## config.mk

```make
export PLATFORM = sky130hd
export DESIGN_NAME = ccff_loader
export DESIGN_NICKNAME = d
export VERILOG_FILES = /design/src/rtl/ccff_loader.sv
export SDC_FILE = /design/constraint.sdc
export NUM_CORES = 1
export LEC_CHECK = 0
export CAP_MARGIN = 25
export CORE_ASPECT_RATIO = 0.75
export CORE_MARGIN = 2
export CORE_UTILIZATION = 57
export DETAILED_ROUTE_END_ITERATION = 8
export PLACE_DENSITY = 0.95
export SKIP_LAST_GASP = 1
export SLEW_MARGIN = 10
export SYNTH_ARGS = -nofsm -noshare
export SYNTH_HDL_FRONTEND = slang
export SYNTH_SLANG_ARGS = --single-unit
export TNS_END_PERCENT = 1
```

## constraint.sdc

```tcl
create_clock -name prog_clk -period 4 [get_ports prog_clk]
set_input_delay 0.8 -clock prog_clk [delete_from_list [all_inputs] [get_ports prog_clk]]
set_output_delay 0.8 -clock prog_clk [all_outputs]
set_load 0.05 [all_outputs]
```

## src/rtl/ccff_loader.sv

```systemverilog
// ccff_loader: streams upstream bitstream words MSB-first into a CHAIN_LEN-bit
//   configuration chain and releases IO isolation only once the full chain is loaded.
// Latency: one LOAD cycle per word, then one chain bit per cycle while shifting.
// Backpressure: s_ready is high only in LOAD; the upstream holds s_data until it is taken.
// Ports:
//   prog_clk, pReset      - clock and async active-high reset
//   start                 - one-cycle load request (honoured in IDLE and DONE only)
//   s_data/s_valid/s_ready- word handshake from the bitstream source
//   ccff_head             - serial bit into the chain head
//   ccff_shift_en         - chain shift enable (feeds the chain clock gate)
//   IO_ISOL_N             - 0 keeps IO pads isolated; 1 only after a complete load
//   busy/done             - loading / load complete
//   ones_cnt              - number of 1s shifted into the chain this load
module ccff_loader #(
   parameter int WORD_W    = 32,
   parameter int CHAIN_LEN = 1024
) (
   input  logic                           prog_clk,
   input  logic                           pReset,
   input  logic                           start,
   input  logic [WORD_W-1:0]              s_data,
   input  logic                           s_valid,
   output logic                           s_ready,
   output logic                           ccff_head,
   output logic                           ccff_shift_en,
   output logic                           IO_ISOL_N,
   output logic                           busy,
   output logic                           done,
   output logic [$clog2(CHAIN_LEN+1)-1:0] ones_cnt
);

   localparam int CNT_W  = $clog2(CHAIN_LEN + 1);
   localparam int WCNT_W = (WORD_W > 1) ? $clog2(WORD_W) : 1;
   localparam logic [CNT_W-1:0]  LAST_BIT  = CNT_W'(CHAIN_LEN - 1);
   localparam logic [WCNT_W-1:0] LAST_WBIT = WCNT_W'(WORD_W - 1);

   typedef enum logic [1:0] {
      S_IDLE,
      S_LOAD,
      S_SHIFT,
      S_DONE
   } state_t;

   state_t             state_q;
   // sreg_q holds the bits still to be sent *after* the one on ccff_head,
   // so the head bit is always a register output.
   logic [WORD_W-1:0]  sreg_q;
   logic [WORD_W-1:0]  sreg_d;
   logic [CNT_W-1:0]   bit_cnt_q;
   logic [WCNT_W-1:0]  wbit_cnt_q;
   logic [CNT_W-1:0]   ones_q;
   logic               s_ready_q;
   logic               head_q;
   logic               shift_en_q;
   logic               isol_n_q;
   logic               busy_q;
   logic               done_q;

   assign sreg_d = sreg_q << 1;

   always_ff @(posedge prog_clk or posedge pReset) begin
      if (pReset) begin
         state_q    <= S_IDLE;
         sreg_q     <= '0;
         bit_cnt_q  <= '0;
         wbit_cnt_q <= '0;
         ones_q     <= '0;
         s_ready_q  <= 1'b0;
         head_q     <= 1'b0;
         shift_en_q <= 1'b0;
         isol_n_q   <= 1'b0;
         busy_q     <= 1'b0;
         done_q     <= 1'b0;
      end else begin
         case (state_q)
            S_IDLE, S_DONE: begin
               // Restarting from DONE re-isolates the pads on the same edge.
               if (start) begin
                  state_q   <= S_LOAD;
                  bit_cnt_q <= '0;
                  ones_q    <= '0;
                  s_ready_q <= 1'b1;
                  busy_q    <= 1'b1;
                  done_q    <= 1'b0;
                  isol_n_q  <= 1'b0;
               end
            end
            S_LOAD: begin
               if (s_valid) begin
                  state_q    <= S_SHIFT;
                  head_q     <= s_data[WORD_W-1];
                  sreg_q     <= s_data << 1;
                  wbit_cnt_q <= '0;
                  s_ready_q  <= 1'b0;
                  shift_en_q <= 1'b1;
               end
            end
            S_SHIFT: begin
               sreg_q     <= sreg_d;
               bit_cnt_q  <= bit_cnt_q + 1'b1;
               wbit_cnt_q <= wbit_cnt_q + 1'b1;
               ones_q     <= ones_q + CNT_W'(head_q);
               // Chain-length exit has priority so a partial last word drops its LSBs.
               if (bit_cnt_q == LAST_BIT) begin
                  state_q    <= S_DONE;
                  head_q     <= 1'b0;
                  shift_en_q <= 1'b0;
                  busy_q     <= 1'b0;
                  done_q     <= 1'b1;
                  isol_n_q   <= 1'b1;
               end else if (wbit_cnt_q == LAST_WBIT) begin
                  state_q    <= S_LOAD;
                  head_q     <= 1'b0;
                  shift_en_q <= 1'b0;
                  s_ready_q  <= 1'b1;
               end else begin
                  head_q <= sreg_q[WORD_W-1];
               end
            end
            default: begin
               state_q <= S_IDLE;
            end
         endcase
      end
   end

   assign s_ready       = s_ready_q;
   assign ccff_head     = head_q;
   assign ccff_shift_en = shift_en_q;
   assign IO_ISOL_N     = isol_n_q;
   assign busy          = busy_q;
   assign done          = done_q;
   assign ones_cnt      = ones_q;

endmodule

```

==> results by group <==
Placement
  • Post-DP HPWL: 4.81 mm
  • Port buffer count: 52
  • GPL Wtd Cong: 0.841
  • Worst slack, placed: 1.41 ns

Worst setup path
  • Reg-to-Reg Start: state_q[0]
  • Worst setup path startpoint: ones_cnt[3]
  • R2R Setup Slk: 1.68 ns
  • Critical Path Start Type: flop
  • R2R cell count: 6
  • Crit path max-delay family: buffers and inverters
  • Crit path kind: reg -> out
  • Crit end category: output port
  • Slowest-stage cell, CP: clkdlybuf4s50_1
  • Worst path required time: 3.20 ns
  • Critical path fanouts, max: 8
  • Critical-path cell list: clkdlybuf4s50_1
  • Crit path largest cell delay: 0.85 ns
  • Critical Path Stages: 1
  • Worst EP arrival: 1.68 ns
  • CP bufs+invs: 1
  • CP endpoint: ones_cnt[3]
  • RR Endpoint: wbit_cnt_q[2]

Power
  • Combinational Power Share: 0.365
  • PwrDens: 624 mW/mm^2
  • Net Sw Power: 0.937 mW
  • Overall power: 2.51 mW
  • Max IR drop VDD: 292 uV
  • Leak: 1.72 nW
  • Sw frac: 0.374
  • Reg power frac: 0.389
  • Internal: 1.57 mW
  • Clock power frac: 0.246

Clocking
  • Number of buffers created by CTS: 9
  • CTS tree: built
  • Clk pin slew, worst setup/hold paths: 0.07 ns
  • Post-CTS setup buffers: 0
  • Post_cts resized: 0
  • Clock latency on the worst-skew pair: 0.35 ns
  • Clock sinks: 65
  • # hold bufs at CTS: 0
  • Clock H-tree levels: 3
  • Clock Tree Buf Depth: 2
  • Root Buffer: clkbuf_8

Logic synthesis
  • Post-synth cell types: 41
  • Top cells by area, synth: dfrtp_1 51%, mux2i_1 11%, o21ai_0 6.7%, nand2_1 5.3%, a22o_1 2.7%
  • Sequential share of the synthesized area: 0.508
  • Synthesized area: 0.00320 sq mm
  • Mux cell area share after synthesis: 0.119
  • #FFs+latches synth: 65
  • Post-synthesis compound-gate area fraction: 0.140
  • Area share of the largest cell type after synthesis: 0.508
  • Main combinational cell family by area after synthesis: simple AND/OR/NAND/NOR gates
  • Synth Area in Adders: 0.0273
  • Yosys warnings: 0
  • Post-synthesis cell count: 312
  • XOR/XNOR Fraction of Synth Area: 0.0164
  • Syn_nets: 355
  • Synth Area in Simple Gates: 0.153
  • Syn Area/Cell: 10.3 sq um
  • Yosys top cell by area: dfrtp_1

Global routing
  • Tot GR Track Use: 0.238
  • Vias in the first global route: 2374
  • Largest net degree at the start of global routing: 65
  • Initial antenna violation count: 0
  • Aggregate global routing overflow: 0
  • First-pass GRT wire length: 11.3 mm

Layout
  • Final net count: 406
  • Inserted Diodes: 0
  • Layout area overhead: 25.3%
  • Final core utilization: 0.746
  • Share of cells above drive strength 1: 0.0870

Timing
  • Slew @ Worst Pin: 0.547 ns
  • Slew headroom: 0.625
  • Final worst setup slack: 1.52 ns
  • Final Cycle Share: 0.620
  • Maximum clock frequency: 403 MHz
  • Layout Skew: 0.0132 ns
  • Final Hold Vio Count: 0
  • RSZ-0062 raised after global routing: false
  • Setup Total Neg Slack: 0 ns
  • # setup viols final: 0
  • Fin. max-slew vios: 0
  • Minimum clock period: 2.48 ns

Floorplan
  • Die W: 90.6 microns
  • Core footprint: 0.00538 sq mm
  • Die Area: 0.00624 sq mm
  • # rows: 23
  • Die height: 68.9 microns
  • IO Count: 53
  • Initial Util: 0.595

Route
  • WL/cell: 15.8 microns
  • Post-route ant nets: 0
  • Via count: 2570
  • DRC violations left: 0
  • 1st-iter DRT viols: 275
  • Vias per inst: 5.80
  • WL final: 6.98 mm
  • Total iterations of the first detailed-routing run: 4

Run
  • Max-cap check violation count: 0

Hold path
  • HP Class: reg -> reg

Status
  • Outcome: complete, no violations
placed cells by master, fill, tap and decap left out, types with 6 or more instances in the layout:
cell / instances
a22o_1: 10
nor2_1: 11
a21oi_1: 6
o21ai_0: 42
nand3_1: 11
nand2_1: 45
nand4_1: 7
ha_1: 6
clkdlybuf4s50_1: 52
inv_1: 8
dfrtp_1: 65
mux2i_1: 36
clkbuf_8: 10
buf_4: 6
routing by layer:
| layer | global-route usage | vias to the layer above | share of wire | wire [microns] |
|---|---|---|---|---|
| met4 | 0.0865 | 0 | 0.016 | 110 |
| met1 | 0.318 | 1271 | 0.46 | 3210 |
| li1 | - | 1220 | - | - |
| met3 | 0.0793 | 13 | 0.049 | 341 |
| met2 | 0.368 | 66 | 0.47 | 3320 |
| met5 | 0 | - | 0 | 0 |
area by class of cell:
cell class	count	area (sq um)
Sequential cell	65	1630
Multi-Input combinational cell	220	1470
Fill cell	345	1370
Timing Repair Buffer	58	566
Clock buffer	11	141
Tap cell	75	93.8
Clock inverter	5	78.8
Inverter	9	33.8
how the worst min path moves through the flow:
stage	cells after the start	startpoint	end	slack, ns
after CTS	2	sreg_q[1]	sreg_q[1]	0.48
after global routing	2	sreg_q[14]	sreg_q[14]	0.51
after detailed placement	2	sreg_q[1]	sreg_q[1]	0.46
final	2	sreg_q[1]	sreg_q[1]	0.48
after floorplan	2	sreg_q[1]	sreg_q[1]	0.44
after global placement	2	sreg_q[1]	sreg_q[1]	0.46
power groups by stage:
| stage | clock network (mW) | registers [mW] | logic, mW |
|---|---|---|---|
| after detailed placement | 0 | 0.982 | 0.910 |
| final | 0.617 | 0.974 | 0.915 |
| after floorplan | 0 | 0.988 | 0.657 |
| after CTS | 0.623 | 0.971 | 0.921 |
| after global placement | 0 | 0.969 | 0.861 |
| after global routing | 0.653 | 0.996 | 1.02 |
cell families after synthesis:
logic type | count (synthesis)
compound gates | 72
xor+xnor | 6
fa+ha+maj | 7
buf+inv | 27
flops | 65
mux | 38
simple gates | 97
sequential cells by signal, indices dropped and copies added, names as in the netlist:
name,flops
sreg_q,31
bit_cnt_q,11
ones_cnt,11
wbit_cnt_q,5
state_q,2
busy,1
ccff_head,1
ccff_shift_en,1
done,1
s_ready,1
synth_stat cells (all sizes together):
master  count
a22o       11
nor2       11
dfrtp      65
a21oi       6
or4         2
mux2        2
a32o        2
nor3        4
xnor2       3
nand4       8
nand2b      3
nand2      45
and2        1
nor4b       1
nor2b       1
nor4        3
o31ai       2
o211ai      1
and3        3
o21a        1
a21boi      1
ha          7
mux2i      36
nand3      11
and4        1
a221o       1
xor2        3
clkbuf      6
or3         3
a21o        2
inv         9
o21ai      43
buf        12
o221ai      2
worst min-delay path, cell delays in order (launching register included):
cell,delay [ns]
dfrtp_1,0.34
nand2_1,0.05
nand2_1,0.05
per-stage QoR:
step	cells	area, sq um	hold WS (ns)
final	443	4010	0.475
after global routing	443	4010	0.510
after CTS	443	4010	0.477
after detailed placement	427	3790	0.461
after global placement	427	3790	0.457
after floorplan	312	3200	0.438
Note: power is estimated with default switching activity, not from simulation.
